**src/rtl/cuenta_regresiva.sv**
```systemverilog
// cuenta_regresiva: MM:SS countdown timer with BCD digit outputs.
// A BCD start value is loaded, then decremented once per one-second tick
// (TICK_DIV clock cycles). Reaching 00:00 raises alarm until ack or load.
module cuenta_regresiva #(
    parameter int TICK_DIV = 1
) (
    input  logic       clk,
    input  logic       rst,
    input  logic       load,
    input  logic [3:0] ld_md,
    input  logic [3:0] ld_mu,
    input  logic [3:0] ld_sd,
    input  logic [3:0] ld_su,
    input  logic       start,
    input  logic       pause,
    input  logic       ack,
    output logic [3:0] md,
    output logic [3:0] mu,
    output logic [3:0] sd,
    output logic [3:0] su,
    output logic       running,
    output logic       alarm
);

    // Prescaler is at least one bit wide so TICK_DIV=1 still elaborates;
    // in that case it stays at zero and every RUN edge is a tick.
    localparam int            PW         = (TICK_DIV > 1) ? $clog2(TICK_DIV) : 1;
    localparam logic [PW-1:0] PRESC_LAST = PW'(TICK_DIV - 1);

    typedef enum logic [1:0] {
        S_IDLE   = 2'd0,
        S_RUN    = 2'd1,
        S_PAUSED = 2'd2,
        S_DONE   = 2'd3
    } state_t;

    state_t        state_q, state_d;
    logic [3:0]    md_q, md_d;
    logic [3:0]    mu_q, mu_d;
    logic [3:0]    sd_q, sd_d;
    logic [3:0]    su_q, su_d;
    logic [PW-1:0] presc_q, presc_d;

    logic       is_zero;
    logic       is_one;
    logic       tick;
    logic       go;
    logic [3:0] md_dec, mu_dec, sd_dec, su_dec;
    logic       brw_su, brw_sd, brw_mu;

    function automatic logic [3:0] clamp_tens(input logic [3:0] v);
        return (v > 4'd5) ? 4'd5 : v;
    endfunction

    function automatic logic [3:0] clamp_units(input logic [3:0] v);
        return (v > 4'd9) ? 4'd9 : v;
    endfunction

    assign is_zero = (md_q == 4'd0) && (mu_q == 4'd0) && (sd_q == 4'd0) && (su_q == 4'd0);
    assign is_one  = (md_q == 4'd0) && (mu_q == 4'd0) && (sd_q == 4'd0) && (su_q == 4'd1);
    assign tick    = (state_q == S_RUN) && (presc_q == PRESC_LAST);
    // A start request that actually launches the countdown (load has priority,
    // simultaneous pause cancels it, and 00:00 has nothing to count).
    assign go      = !load && start && !pause && !is_zero;

    // BCD borrow chain for the one-second decrement; md never underflows
    // because 00:00 is never decremented.
    always_comb begin
        brw_su = (su_q == 4'd0);
        su_dec = brw_su ? 4'd9 : su_q - 4'd1;
        brw_sd = brw_su && (sd_q == 4'd0);
        sd_dec = brw_su ? ((sd_q == 4'd0) ? 4'd5 : sd_q - 4'd1) : sd_q;
        brw_mu = brw_sd && (mu_q == 4'd0);
        mu_dec = brw_sd ? ((mu_q == 4'd0) ? 4'd9 : mu_q - 4'd1) : mu_q;
        md_dec = brw_mu ? md_q - 4'd1 : md_q;
    end

    // State register
    always_ff @(posedge clk or posedge rst) begin
        if (rst) begin
            state_q <= S_IDLE;
        end else begin
            state_q <= state_d;
        end
    end

    // Next-state logic
    always_comb begin
        state_d = state_q;
        case (state_q)
            S_IDLE, S_PAUSED: begin
                if (go) state_d = S_RUN;
            end
            S_RUN: begin
                // Reaching 00:00 takes precedence over a same-edge pause.
                if (tick && is_one) state_d = S_DONE;
                else if (pause)     state_d = S_PAUSED;
            end
            S_DONE: begin
                if (load || ack) state_d = S_IDLE;
            end
            default: state_d = S_IDLE;
        endcase
    end

    // Digit and prescaler next values
    always_comb begin
        md_d    = md_q;
        mu_d    = mu_q;
        sd_d    = sd_q;
        su_d    = su_q;
        presc_d = presc_q;
        case (state_q)
            S_IDLE, S_PAUSED, S_DONE: begin
                if (load) begin
                    md_d = clamp_tens(ld_md);
                    mu_d = clamp_units(ld_mu);
                    sd_d = clamp_tens(ld_sd);
                    su_d = clamp_units(ld_su);
                end else if (go && state_q == S_IDLE) begin
                    // A fresh run starts a full second; a resumed one keeps its phase.
                    presc_d = '0;
                end
            end
            S_RUN: begin
                presc_d = tick ? '0 : presc_q + 1'b1;
                if (tick) begin
                    md_d = md_dec;
                    mu_d = mu_dec;
                    sd_d = sd_dec;
                    su_d = su_dec;
                end
            end
            default: ;
        endcase
    end

    // Digit and prescaler registers
    always_ff @(posedge clk or posedge rst) begin
        if (rst) begin
            md_q    <= 4'd0;
            mu_q    <= 4'd0;
            sd_q    <= 4'd0;
            su_q    <= 4'd0;
            presc_q <= '0;
        end else begin
            md_q    <= md_d;
            mu_q    <= mu_d;
            sd_q    <= sd_d;
            su_q    <= su_d;
            presc_q <= presc_d;
        end
    end

    // Outputs decoded from the current state
    always_comb begin
        running = (state_q == S_RUN);
        alarm   = (state_q == S_DONE);
    end

    assign md = md_q;
    assign mu = mu_q;
    assign sd = sd_q;
    assign su = su_q;

endmodule

```
**config.mk**
```make
export PLATFORM = sky130hd
export DESIGN_NAME = cuenta_regresiva
export DESIGN_NICKNAME = d
export VERILOG_FILES = /design/src/rtl/cuenta_regresiva.sv
export SDC_FILE = /design/constraint.sdc
export NUM_CORES = 1
export LEC_CHECK = 0
export ABC_AREA = 1
export CAP_MARGIN = 5
export CORE_MARGIN = 1.5
export CORE_UTILIZATION = 41
export CTS_CLUSTER_DIAMETER = 120
export DETAILED_ROUTE_END_ITERATION = 10
export PLACE_DENSITY = 0.72
export SLEW_MARGIN = 5
export SYNTH_ARGS = -nofsm -noshare
export SYNTH_HDL_FRONTEND = slang
export SYNTH_SLANG_ARGS = --single-unit
```
**constraint.sdc**
```tcl
create_clock -name clk -period 1.2 [get_ports clk]
set_input_delay 0.24 -clock clk [delete_from_list [all_inputs] [get_ports clk]]
set_output_delay 0.24 -clock clk [all_outputs]
set_load 0.02 [all_outputs]
```
==> out/qor.txt <==
gr usage total = 24.9%
CTS tree = built
final core occ = 82.0%
largest cells by area after synthesis = dfrtp_1 (38%), nand2_1 (10%), inv_1 (6.6%)
startpoint types = register
Core Box Area = 0.00283 mm^2
RePlAce Congestion = 0.806
Starting Density = 44.0%
synthesis-to-layout area growth = 86.3%
Setup crit end kind = register
Least-Margin Pin Slew = 0.460 ns
fmax = 718 MHz
CP required = 1.42 ns
Sinks on Clock Net = 19
DRC errors left = 2
dpl hpwl = 2.52 mm
first-pass GRT wire length = 6.45 mm
antenna fix cells = 0
fin crit period = 1.39 ns
CP max FO = 7
die width = 58.1 um
Site Rows = 19
period utilization = 116%
Placed Area = 0.00189 mm^2
#FFs+latches synth = 19
# Max-Cap Violations = 0
crit path kind = register to register
Yosys top cell by area = dfrtp_1
outcome = complete, but fails checks
commonest non-fill, non-tap cell in the layout = buf_4
Clock Skews = 0.00742 ns
Synth top area share = 38.2%
Yosys cell types = 29
fin. max-slew vios = 0
final instance area = 0.00232 mm^2
die height = 58.1 um
clock-pin slew on the worst setup and hold paths = 0.13 ns
DRT iter0 DRCs = 93
Worst Hold Class = primary input to async pin
Top Ports = 40
Clock Tree Root = clkbuf_4
Gate Count Post-Synth = 166
worst setup margin = -0.193 ns
Via density = 5.25
P_leak = 1.12 nW
initial antenna violation count = 0
Setup violations, final = 23
worst hold margin = 0.225 ns
main flop type after synthesis = dfrtp_1
fill cell count = 185
RSZ-0062 raised after global routing = yes
final hold vios = 0
most frequent cells in the layout = buf_4 (35), nand2_1 (22), clkdlybuf4s50_1 (21)
failing checks = design-rule violations, negative setup slack
Max VDD drop = 0.00166 V
syn_nets = 190
async set-or-reset flop fraction in the synthesized netlist = 100%
Setup Total Neg Slack = -2.93 ns
area of the multi-input gates = 891 um^2
Post-Route WL = 4.27 mm
EDFF count, synth = 0
Register Area = 492 um^2
iteration count of the initial detailed-routing pass = 7
Port Buffers = 39
Syn. warnings = 0
Critical Path AT = 1.62 ns
layout cells sized above 1 = 57.6%
remaining antenna violation count = 0
H-tree depth = 1
Clock Latency Late Sink = 0.32 ns
Vias = 1513
PwrDens = 2680 mW/mm^2
cts bufs inserted = 3
drt wl/cell = 14.8 um
Seq/Total Area, Yosys = 38.2%
Final nets = 282
Synth Cell Area = 0.00124 mm^2
Bufs on Longest Clock Path = 2
grt total ovfl = 0
area of the die = 0.00338 mm^2
Syn Area/Cell = 7.50 um^2
Rel. slew slack = 69.0%
vias in the first global route = 1469
largest net degree at the start of global routing = 20
-- cell usage after synthesis (2+ instances only) --
cell type  number
a21o_1          2
nand2_4         5
dfrtp_1        19
inv_1          22
o211ai_1        3
nand2_1        34
nand3_1         7
nor2_2          3
inv_2           3
a21oi_1         6
nand2_2         3
nor2_1         22
nor2_4          2
xor2_1          2
o21ai_0        11
o21ai_1         5
nor3_1          2
o22ai_1         3
ha_1            2
-- layer usage --
metal,global-route usage [%],up-vias,part of all wire [%]
met5,0,-,0
met4,12.3,0,2.9
met3,3.35,13,5.4
met2,45.1,54,53
met1,28.5,723,39
li1,-,723,-
-- through the flow --
stage	setup WS, ns	std cells	total power [mW]
after floorplan	-0.0456	166	3.08
after global placement	-0.217	257	4.34
after detailed placement	-0.254	257	4.44
after CTS	-0.151	281	5.41
after global routing	-0.260	288	6.60
final	-0.193	288	6.22
-- logic make-up after synthesis --
logic type | Yosys count | share of synthesized area (%)
fa+ha+maj | 2 | 2.01
flops | 19 | 38.2
simple gates | 81 | 32.4
xor+xnor | 2 | 1.41
compound gates | 35 | 17.2
buf+inv | 27 | 8.84
-- layout make-up --
type	count	area share, %
multi-input combinational	120	38.4
clock inverter	1	0.216
tap	31	1.67
clock buffer	3	0.971
inverter	25	4.48
sequential	19	21.2
timing repair buffer	89	33.1
-- critical path: stages, from the launching register on --
cell and delay, ns:
dfrtp_1 0.41, buf_6 0.13, nand2_4 0.08, buf_8 0.15, nand2_8 0.07, nand2_4 0.10
nand2_4 0.07, inv_8 0.08, o21ai_4 0.06, a21o_1 0.15
-- sequential cells by signal, summed over array words and instances, names as in the netlist --
name     flops
mu           4
state_q      2
md           4
su           4
sd           4
presc_q      1
-- what timing repair did --
action	4_1_cts	5_1_grt
endpoints found under the setup margin	37	25
pin swaps	17	17
resized for setup	113	41
hold endpoints to repair	0	0
setup buffers	19	8
hold buffers	0	0
cloned	1	0
-- final timing paths --
| kind | slack, ns | depth (start not counted) | to | from |
|---|---|---|---|---|
| worst max-delay path | -0.19 | 9 | sd[1]$_DFFE_PP0P_ | state_q[0]$_DFFE_PP0P_ |
| worst min-delay path | 0.23 | 3 | su[1]$_DFFE_PP0P_ | rst |
| worst max register to register | -0.19 | 9 | sd[1]$_DFFE_PP0P_ | state_q[0]$_DFFE_PP0P_ |
| worst min register to register | 0.53 | 2 | sd[3]$_DFFE_PP0P_ | sd[3]$_DFFE_PP0P_ |
| max in group asynchronous | 0.74 | 3 | sd[1]$_DFFE_PP0P_ | rst |
| min in group clk | 0.53 | 2 | sd[3]$_DFFE_PP0P_ | sd[3]$_DFFE_PP0P_ |
-- where the power goes --
part / switching, mW / total (mW) / internal [mW]
Clock: 0.242 / 0.367 / 0.125
Sequential: 0.302 / 1.25 / 0.951
Combinational: 2.42 / 4.60 / 2.18
Total: 2.96 / 6.22 / 3.26
No activity file was read; power rests on OpenSTA's default activity.
